### src/rtl/dh_pkg.sv
// Shared types and constants for the Diffie-Hellman key sequencer.
package dh_pkg;

   localparam int DH_W_DEF = 32;

   typedef enum logic [2:0] {
      S_IDLE = 3'd0,
      S_CHKP = 3'd1,
      S_J_R1 = 3'd2,
      S_J_R2 = 3'd3,
      S_J_K1 = 3'd4,
      S_J_K2 = 3'd5,
      S_FIN  = 3'd6
   } dh_state_t;

   localparam logic [1:0] DH_OK   = 2'b00;
   localparam logic [1:0] DH_BADP = 2'b01;
   localparam logic [1:0] DH_TMO  = 2'b10;
   localparam logic [1:0] DH_MISM = 2'b11;

endpackage

### src/rtl/dh_job_timer.sv
// Per-job watchdog: loadable down-counter that flags expiry at terminal count.
module dh_job_timer #(
   parameter int TIMEOUT = 1024
) (
   input  logic clk,
   input  logic rst,
   input  logic load,
   output logic expired
);

   localparam int CW = 16;
   localparam logic [CW-1:0] LOAD_VAL = CW'(TIMEOUT);
   localparam logic [CW-1:0] ONE      = CW'(1);

   logic [CW-1:0] count;

   // Reload on job entry, then count down and park at zero.
   always_ff @(posedge clk or negedge rst) begin
      if (!rst) begin
         count <= '0;
      end else if (load) begin
         count <= LOAD_VAL;
      end else if (count != '0) begin
         count <= count - ONE;
      end
   end

   assign expired = (count == '0);

endmodule

### src/rtl/dh_key_ctrl.sv
// Diffie-Hellman exchange sequencer sharing one mod-exp engine between both parties.
// Optional build macro DH_KEY_CHECK_EN: compare K1 against K2 at the end of a run
// and report a mismatch on err.
//
// state  | meaning
// -------+---------------------------------------------------------
// IDLE   | waiting for st; operands latched on acceptance
// CHKP   | reject modulus below 2
// J_R1   | engine job g^x mod p
// J_R2   | engine job g^y mod p
// J_K1   | engine job R2^x mod p (published key)
// J_K2   | engine job R1^y mod p, plus one cycle to settle K2 before FIN
// FIN    | done pulse, back to IDLE
module dh_key_ctrl
   import dh_pkg::*;
#(
   parameter int W       = DH_W_DEF,
   parameter int TIMEOUT = 1024
) (
   input  logic         clk,
   input  logic         rst,
   input  logic         st,
   input  logic [W-1:0] g,
   input  logic [W-1:0] p,
   input  logic [W-1:0] x,
   input  logic [W-1:0] y,
   output logic         eng_start,
   output logic [W-1:0] eng_base,
   output logic [W-1:0] eng_exp,
   output logic [W-1:0] eng_mod,
   input  logic         eng_done,
   input  logic [W-1:0] eng_result,
   output logic         busy,
   output logic         done,
   output logic [W-1:0] r1,
   output logic [W-1:0] r2,
   output logic [W-1:0] key,
   output logic [1:0]   err
);

   dh_state_t    state, state_nx;
   logic [W-1:0] g_q, p_q, x_q, y_q, k2_q;
   logic         start_ok, bad_p, job_state, enter_job;
   logic         tmo_exp, tmo_hit, k2_got;

   assign start_ok  = (state == S_IDLE) && st;
   assign bad_p     = (p_q < W'(2));
   assign job_state = (state == S_J_R1) || (state == S_J_R2) ||
                      (state == S_J_K1) || (state == S_J_K2);
   // A done arriving in the expiry cycle wins over the timeout.
   assign tmo_hit   = job_state && !k2_got && !eng_done && tmo_exp;

   dh_job_timer #(.TIMEOUT(TIMEOUT)) u_timer (
      .clk     (clk),
      .rst     (rst),
      .load    (enter_job),
      .expired (tmo_exp)
   );

   // Next-state decode; enter_job marks every transition into an engine job.
   always_comb begin
      state_nx  = state;
      enter_job = 1'b0;
      case (state)
         S_IDLE: if (st) state_nx = S_CHKP;
         S_CHKP: begin
            if (bad_p) begin
               state_nx = S_FIN;
            end else begin
               state_nx  = S_J_R1;
               enter_job = 1'b1;
            end
         end
         S_J_R1: begin
            if (eng_done) begin
               state_nx  = S_J_R2;
               enter_job = 1'b1;
            end else if (tmo_exp) begin
               state_nx = S_FIN;
            end
         end
         S_J_R2: begin
            if (eng_done) begin
               state_nx  = S_J_K1;
               enter_job = 1'b1;
            end else if (tmo_exp) begin
               state_nx = S_FIN;
            end
         end
         S_J_K1: begin
            if (eng_done) begin
               state_nx  = S_J_K2;
               enter_job = 1'b1;
            end else if (tmo_exp) begin
               state_nx = S_FIN;
            end
         end
         S_J_K2: begin
            // K2 lands in k2_q first so FIN can compare registered values.
            if (k2_got) begin
               state_nx = S_FIN;
            end else if (!eng_done && tmo_exp) begin
               state_nx = S_FIN;
            end
         end
         S_FIN:   state_nx = S_IDLE;
         default: state_nx = S_IDLE;
      endcase
   end

   // State register; eng_start is a registered one-cycle pulse on job entry.
   always_ff @(posedge clk or negedge rst) begin
      if (!rst) begin
         state     <= S_IDLE;
         eng_start <= 1'b0;
         k2_got    <= 1'b0;
      end else begin
         state     <= state_nx;
         eng_start <= enter_job;
         k2_got    <= (state == S_J_K2) && !k2_got && eng_done;
      end
   end

   // Operand latch, per-job result capture and error reporting.
   always_ff @(posedge clk or negedge rst) begin
      if (!rst) begin
         g_q  <= '0;
         p_q  <= '0;
         x_q  <= '0;
         y_q  <= '0;
         r1   <= '0;
         r2   <= '0;
         key  <= '0;
         k2_q <= '0;
         err  <= DH_OK;
      end else begin
         if (start_ok) begin
            g_q  <= g;
            p_q  <= p;
            x_q  <= x;
            y_q  <= y;
            r1   <= '0;
            r2   <= '0;
            key  <= '0;
            k2_q <= '0;
            err  <= DH_OK;
         end
         if ((state == S_CHKP) && bad_p) err <= DH_BADP;
         if ((state == S_J_R1) && eng_done) r1 <= eng_result;
         if ((state == S_J_R2) && eng_done) r2 <= eng_result;
         if ((state == S_J_K1) && eng_done) key <= eng_result;
         if ((state == S_J_K2) && eng_done && !k2_got) k2_q <= eng_result;
         if (tmo_hit) err <= DH_TMO;
`ifdef DH_KEY_CHECK_EN
         if (k2_got && (k2_q != key)) err <= DH_MISM;
`endif
      end
   end

`ifndef DH_KEY_CHECK_EN
   // K2 is still captured in this build but nothing consumes it.
   logic k2_unused;
   assign k2_unused = ^k2_q;
`endif

   // Job operand select; R1/R2 are stable while the K jobs run.
   always_comb begin
      eng_base = '0;
      eng_exp  = '0;
      eng_mod  = '0;
      case (state)
         S_J_R1: begin eng_base = g_q; eng_exp = x_q; eng_mod = p_q; end
         S_J_R2: begin eng_base = g_q; eng_exp = y_q; eng_mod = p_q; end
         S_J_K1: begin eng_base = r2;  eng_exp = x_q; eng_mod = p_q; end
         S_J_K2: begin eng_base = r1;  eng_exp = y_q; eng_mod = p_q; end
         default: ;
      endcase
   end

   assign busy = (state != S_IDLE) && (state != S_FIN);
   assign done = (state == S_FIN);

endmodule

### config.mk
export PLATFORM = sky130hd
export DESIGN_NAME = dh_key_ctrl
export DESIGN_NICKNAME = d
export VERILOG_FILES = /design/src/rtl/dh_pkg.sv /design/src/rtl/dh_job_timer.sv /design/src/rtl/dh_key_ctrl.sv
export SDC_FILE = /design/constraint.sdc
export NUM_CORES = 1
export LEC_CHECK = 0
export BUFFER_PORTS_ARGS = -buffer_cell sky130_fd_sc_hd__buf_2
export CORE_MARGIN = 4
export CORE_UTILIZATION = 53
export CTS_BUF_LIST = sky130_fd_sc_hd__clkbuf_4 sky130_fd_sc_hd__clkbuf_8
export DETAILED_ROUTE_END_ITERATION = 8
export PLACE_DENSITY = 0.83
export SLEW_MARGIN = 20
export SYNTH_ARGS = -nofsm -noshare
export SYNTH_HDL_FRONTEND = slang
export SYNTH_SLANG_ARGS = --single-unit
### constraint.sdc
create_clock -name clk -period 2.9 [get_ports clk]
set_input_delay 0.29 -clock clk [delete_from_list [all_inputs] [get_ports clk]]
set_output_delay 0.29 -clock clk [all_outputs]
set_load 0.03 [all_outputs]
==> out/summary.md <==
The flow ran to the end, and the final reports show no timing, DRC or antenna violations. For the synthesized net count, the log shows 1221. The cell area after layout is 15700 um^2, and the fraction of synthesized cell area in xor and xnor cells is 0.0785%. Post-CTS timing repair inserted 0 buffers for setup. Cells fill 76.7% of the core in the end. Setup repair after global routing left no endpoint under its margin. In this run the power density over the cells is 1280 nW/um^2. The netlist uses 42 different library cells. The tools report the critical register-to-register path endpoint as u_timer.count[11]$_DFFE_PN0P_. Counting flops and latches in the post-synthesis netlist gives 247.

Measured along the y axis, the die boundary spans 153 um. The critical path starts at state[0]$_DFFE_PN0P_. The mean post-synth cell area works out to 10.6 um^2. The logs give 0 for the number of warnings printed during yosys synthesis and 0.363 GHz for the highest achievable clock rate.

Most common cell after layout, fill and taps aside: sky130_fd_sc_hd__buf_2. The logs give 0 for the number of antenna-violating nets in the routed design and 0 for the number of gates resized after CTS. TritonCTS built the clock tree. The multiplexer fraction of the synthesized cell area came out at 18.9%.

The number of cells on the worst reg-to-reg path is 4. Summing all placed instances gives a cell area of 13300 um^2. The overall via count from detail_route is 10600. Counting the buffers created by CTS gives 42.

Of all nets on the critical path, the largest fanout is 28. The insertion delay to the later sink of the worst-skew pair is 0.55 ns, and the adder-cell share of the synthesized area is 0.112%. The logs give 11200 for the number of global-route vias before repair and 0 for the max-slew violation total from the final report. In this run the static leakage power is 7.84 nW. The setup violation total in the final timing report was 0; the final clock period utilization by the worst path was 95.0%. Across the run, the number of max-cap violations was 0. The first global-routing pass estimated 62500 um of wire.

After legalization and detailed placement, the total HPWL measured 23400 um. The clock-pin slew reported for the worst setup and hold paths after clock tree synthesis was 0.06 ns. For this run, design rule violations remaining after detail routing come to 0.

Final count of hold timing violations: 0. Required time of the worst setup path: 2.61 ns. In the final routed layout, each cell accounts on average for 21.4 um. Overflow left after global routing: 0. In this run the worst setup path terminates at eng_base[23]. The effective utilization at floorplan is 54.4%. The largest net degree at the start of global routing is 129. The die covers 23400 um^2. The post-route netlist has 37.3% of its cells at a drive strength greater than 1. Counting I/O delays and the setup requirement, the final critical path takes 2.76 ns.

The library cells used most frequently in the layout, excluding fill and tap cells, are 359 x sky130_fd_sc_hd__buf_2, 246 x sky130_fd_sc_hd__dfrtp_1, 232 x sky130_fd_sc_hd__nand2_1. Traced cell by cell, the critical path runs through buf_4, mux2i_1, o21ai_0, buf_2. Of the synthesized area, sequential elements account for 55.4%. The number of primary I/O pins is 361.

The first-pass iteration count of the detailed router was 8; the die boundary width was 153 um. In this design, the stage delay of the slowest critical-path cell is 0.68 ns. The worst register-to-register path begins at u_timer.count[3]$_DFFE_PN0P_. Layout overhead on the synthesized area: 40.9%. At the end of routability-driven placement, the weighted congestion stood at 0.934. The run gives 11200 um^2 as the summed instance area of the synthesized netlist. H-tree depth reported by CTS: 2. The final-layout setup total negative slack was 0 ns. The setup check on the worst reg-to-reg path leaves a slack of 0.55 ns. The synthesized netlist devotes 6.51% of its cell area to compound gates. The worst-case IR drop observed on VDD is 0.897 mV.

The total area inside the core boundary comes to 20500 um^2. Summed over all layers, the routed wires come to 40000 um. Type of the tightest min-delay check: input pin to flop. STA classifies the critical path endpoint as an output port. After synthesis, the largest family of logic cells by area is multiplexers.

The worst setup path is launched from a flop. For this run, the total global-route usage over all layers was measured as 33.4%. The post-synthesis simple-gate area fraction was 16.4%; the average vias per placed instance was 5.67.

The data arrival time at the worst-slack endpoint came out at 2.47 ns. Worst clock skew: 0.0326 ns. Buffer cell driving the clock tree root: sky130_fd_sc_hd__clkbuf_8.

In this run the core area contains 52 standard-cell rows. The total of hold buffers inserted after clock tree synthesis was 154. Clock tree synthesis found a total of 247 sinks. The critical path is of the flop to output port type. At the end of the flow, the number of nets in the layout was 1725. The first routing iteration left 779 violations. For the number of instances in the synthesized netlist, the log shows 1056.

Counting along the longest clock path gives a buffer depth of 3. During placement, the flow inserted port buffers numbering 360. The run gives 3 as the initial antenna violation count. On the critical path, the stage with the largest delay is an instance of sky130_fd_sc_hd__dfrtp_4. For the pin with the worst max-slew slack, the measured transition is 0.688 ns.

Max-slew headroom at the worst pin: 53.7%. The startpoint of the lowest-slack hold path was y[25].
[critical path: cells and delay by family (launching register included)]
| family | cells | cell delay (ns) |
|---|---|---|
| DFF | 1 | 0.68 |
| AOI/OAI and AO/OA | 1 | 0.18 |
| muxes | 1 | 0.47 |
| buffers and inverters | 2 | 0.58 |
[worst min-delay path by stage]
stage,to,cells after the start
4_1_cts,g_q[23]$_DFFE_PN0P_,2
6_report,y_q[25]$_DFFE_PN0P_,2
3_3_place_gp,p_q[0]$_DFFE_PN0P_,1
3_5_place_dp,p_q[0]$_DFFE_PN0P_,1
2_1_floorplan,eng_start$_DFF_PN0_,0
5_1_grt,y_q[25]$_DFFE_PN0P_,2
[final cells by class]
| type | instances | area (um^2) |
|---|---|---|
| diodes | 4 | 10.0 |
| clock buffers | 66 | 783 |
| clock inverters | 9 | 114 |
| fillers | 1255 | 4780 |
| inverters | 2 | 7.51 |
| multi-input cells | 733 | 4710 |
| flip-flops and latches | 247 | 6180 |
| well taps | 270 | 338 |
| repair buffers | 534 | 3570 |
[registers in the layout, indices dropped and copies added (netlist names)]
name and count:
eng_start 1, err 2, g_q 32, k2_got 1, key 32, p_q 32, r1 32, r2 32
state 3, u_timer.count 16, x_q 32, y_q 32
[power by group]
part	switching (mW)	total [mW]	internal, mW
clock network	1.47	3.39	1.91
registers	1.32	6.37	5.05
logic	6.80	10.3	3.50
[synthesized netlist by cell type, drive strengths merged]
cell type / count / area, um^2
a221oi: 1 / 8.76
or4: 8 / 65.1
o211ai: 1 / 7.51
nor2b: 7 / 43.8
and4: 1 / 8.76
nand4b: 2 / 17.5
nand4: 3 / 18.8
a21oi: 4 / 20.0
nand3: 33 / 165
nand2b: 5 / 31.3
inv: 2 / 7.51
nand4bb: 1 / 11.3
xnor2: 1 / 8.76
a211oi: 10 / 75.1
dfrtp: 247 / 6180
and3: 1 / 6.26
o31ai: 4 / 30.0
nor3: 9 / 45.0
a31o: 1 / 8.76
mux2: 128 / 1440
nor2: 44 / 165
or4b: 2 / 20.0
mux2i: 66 / 661
o22ai: 1 / 6.26
nand3b: 2 / 15.0
o21a: 1 / 7.51
ha: 1 / 12.5
buf: 15 / 58.8
clkbuf: 59 / 221
nor4b: 2 / 17.5
nand2: 232 / 871
or3: 6 / 37.5
nor4: 12 / 75.1
o21ba: 1 / 10.0
or2: 1 / 6.26
o21ai: 105 / 526
and2: 34 / 213
o41ai: 3 / 26.3
[metrics by stage]
stage                     worst slack (ns)  hold slack [ns]  std cells  total power, mW
after detailed placement             0.540            0.250       1631             16.0
final                                0.145           0.0180       1865             20.1
after CTS                            0.271          0.00214       1860             19.6
after global routing                 0.101          0.00249       1865             21.0
after floorplan                      0.667         -0.00559       1056             12.8
after global placement               0.615            0.244       1631             15.7
[layer usage]
| metal | global-route usage [%] | wire length (um) |
|---|---|---|
| met4 | 17.3 | 2270 |
| met2 | 56.8 | 20300 |
| met1 | 40.6 | 14600 |
| met5 | 0 | 0 |
| met3 | 6.53 | 2890 |
[kinds of logic after synthesis]
kind of cell	Yosys count
AO/OA/AOI/OAI	132
AND/OR/NAND/NOR	405
buffers and inverters	76
multiplexers	194
XOR/XNOR	1
adder cells (fa/ha/maj)	1
flip-flops	247
Note: power is estimated with default switching activity, not from simulation.
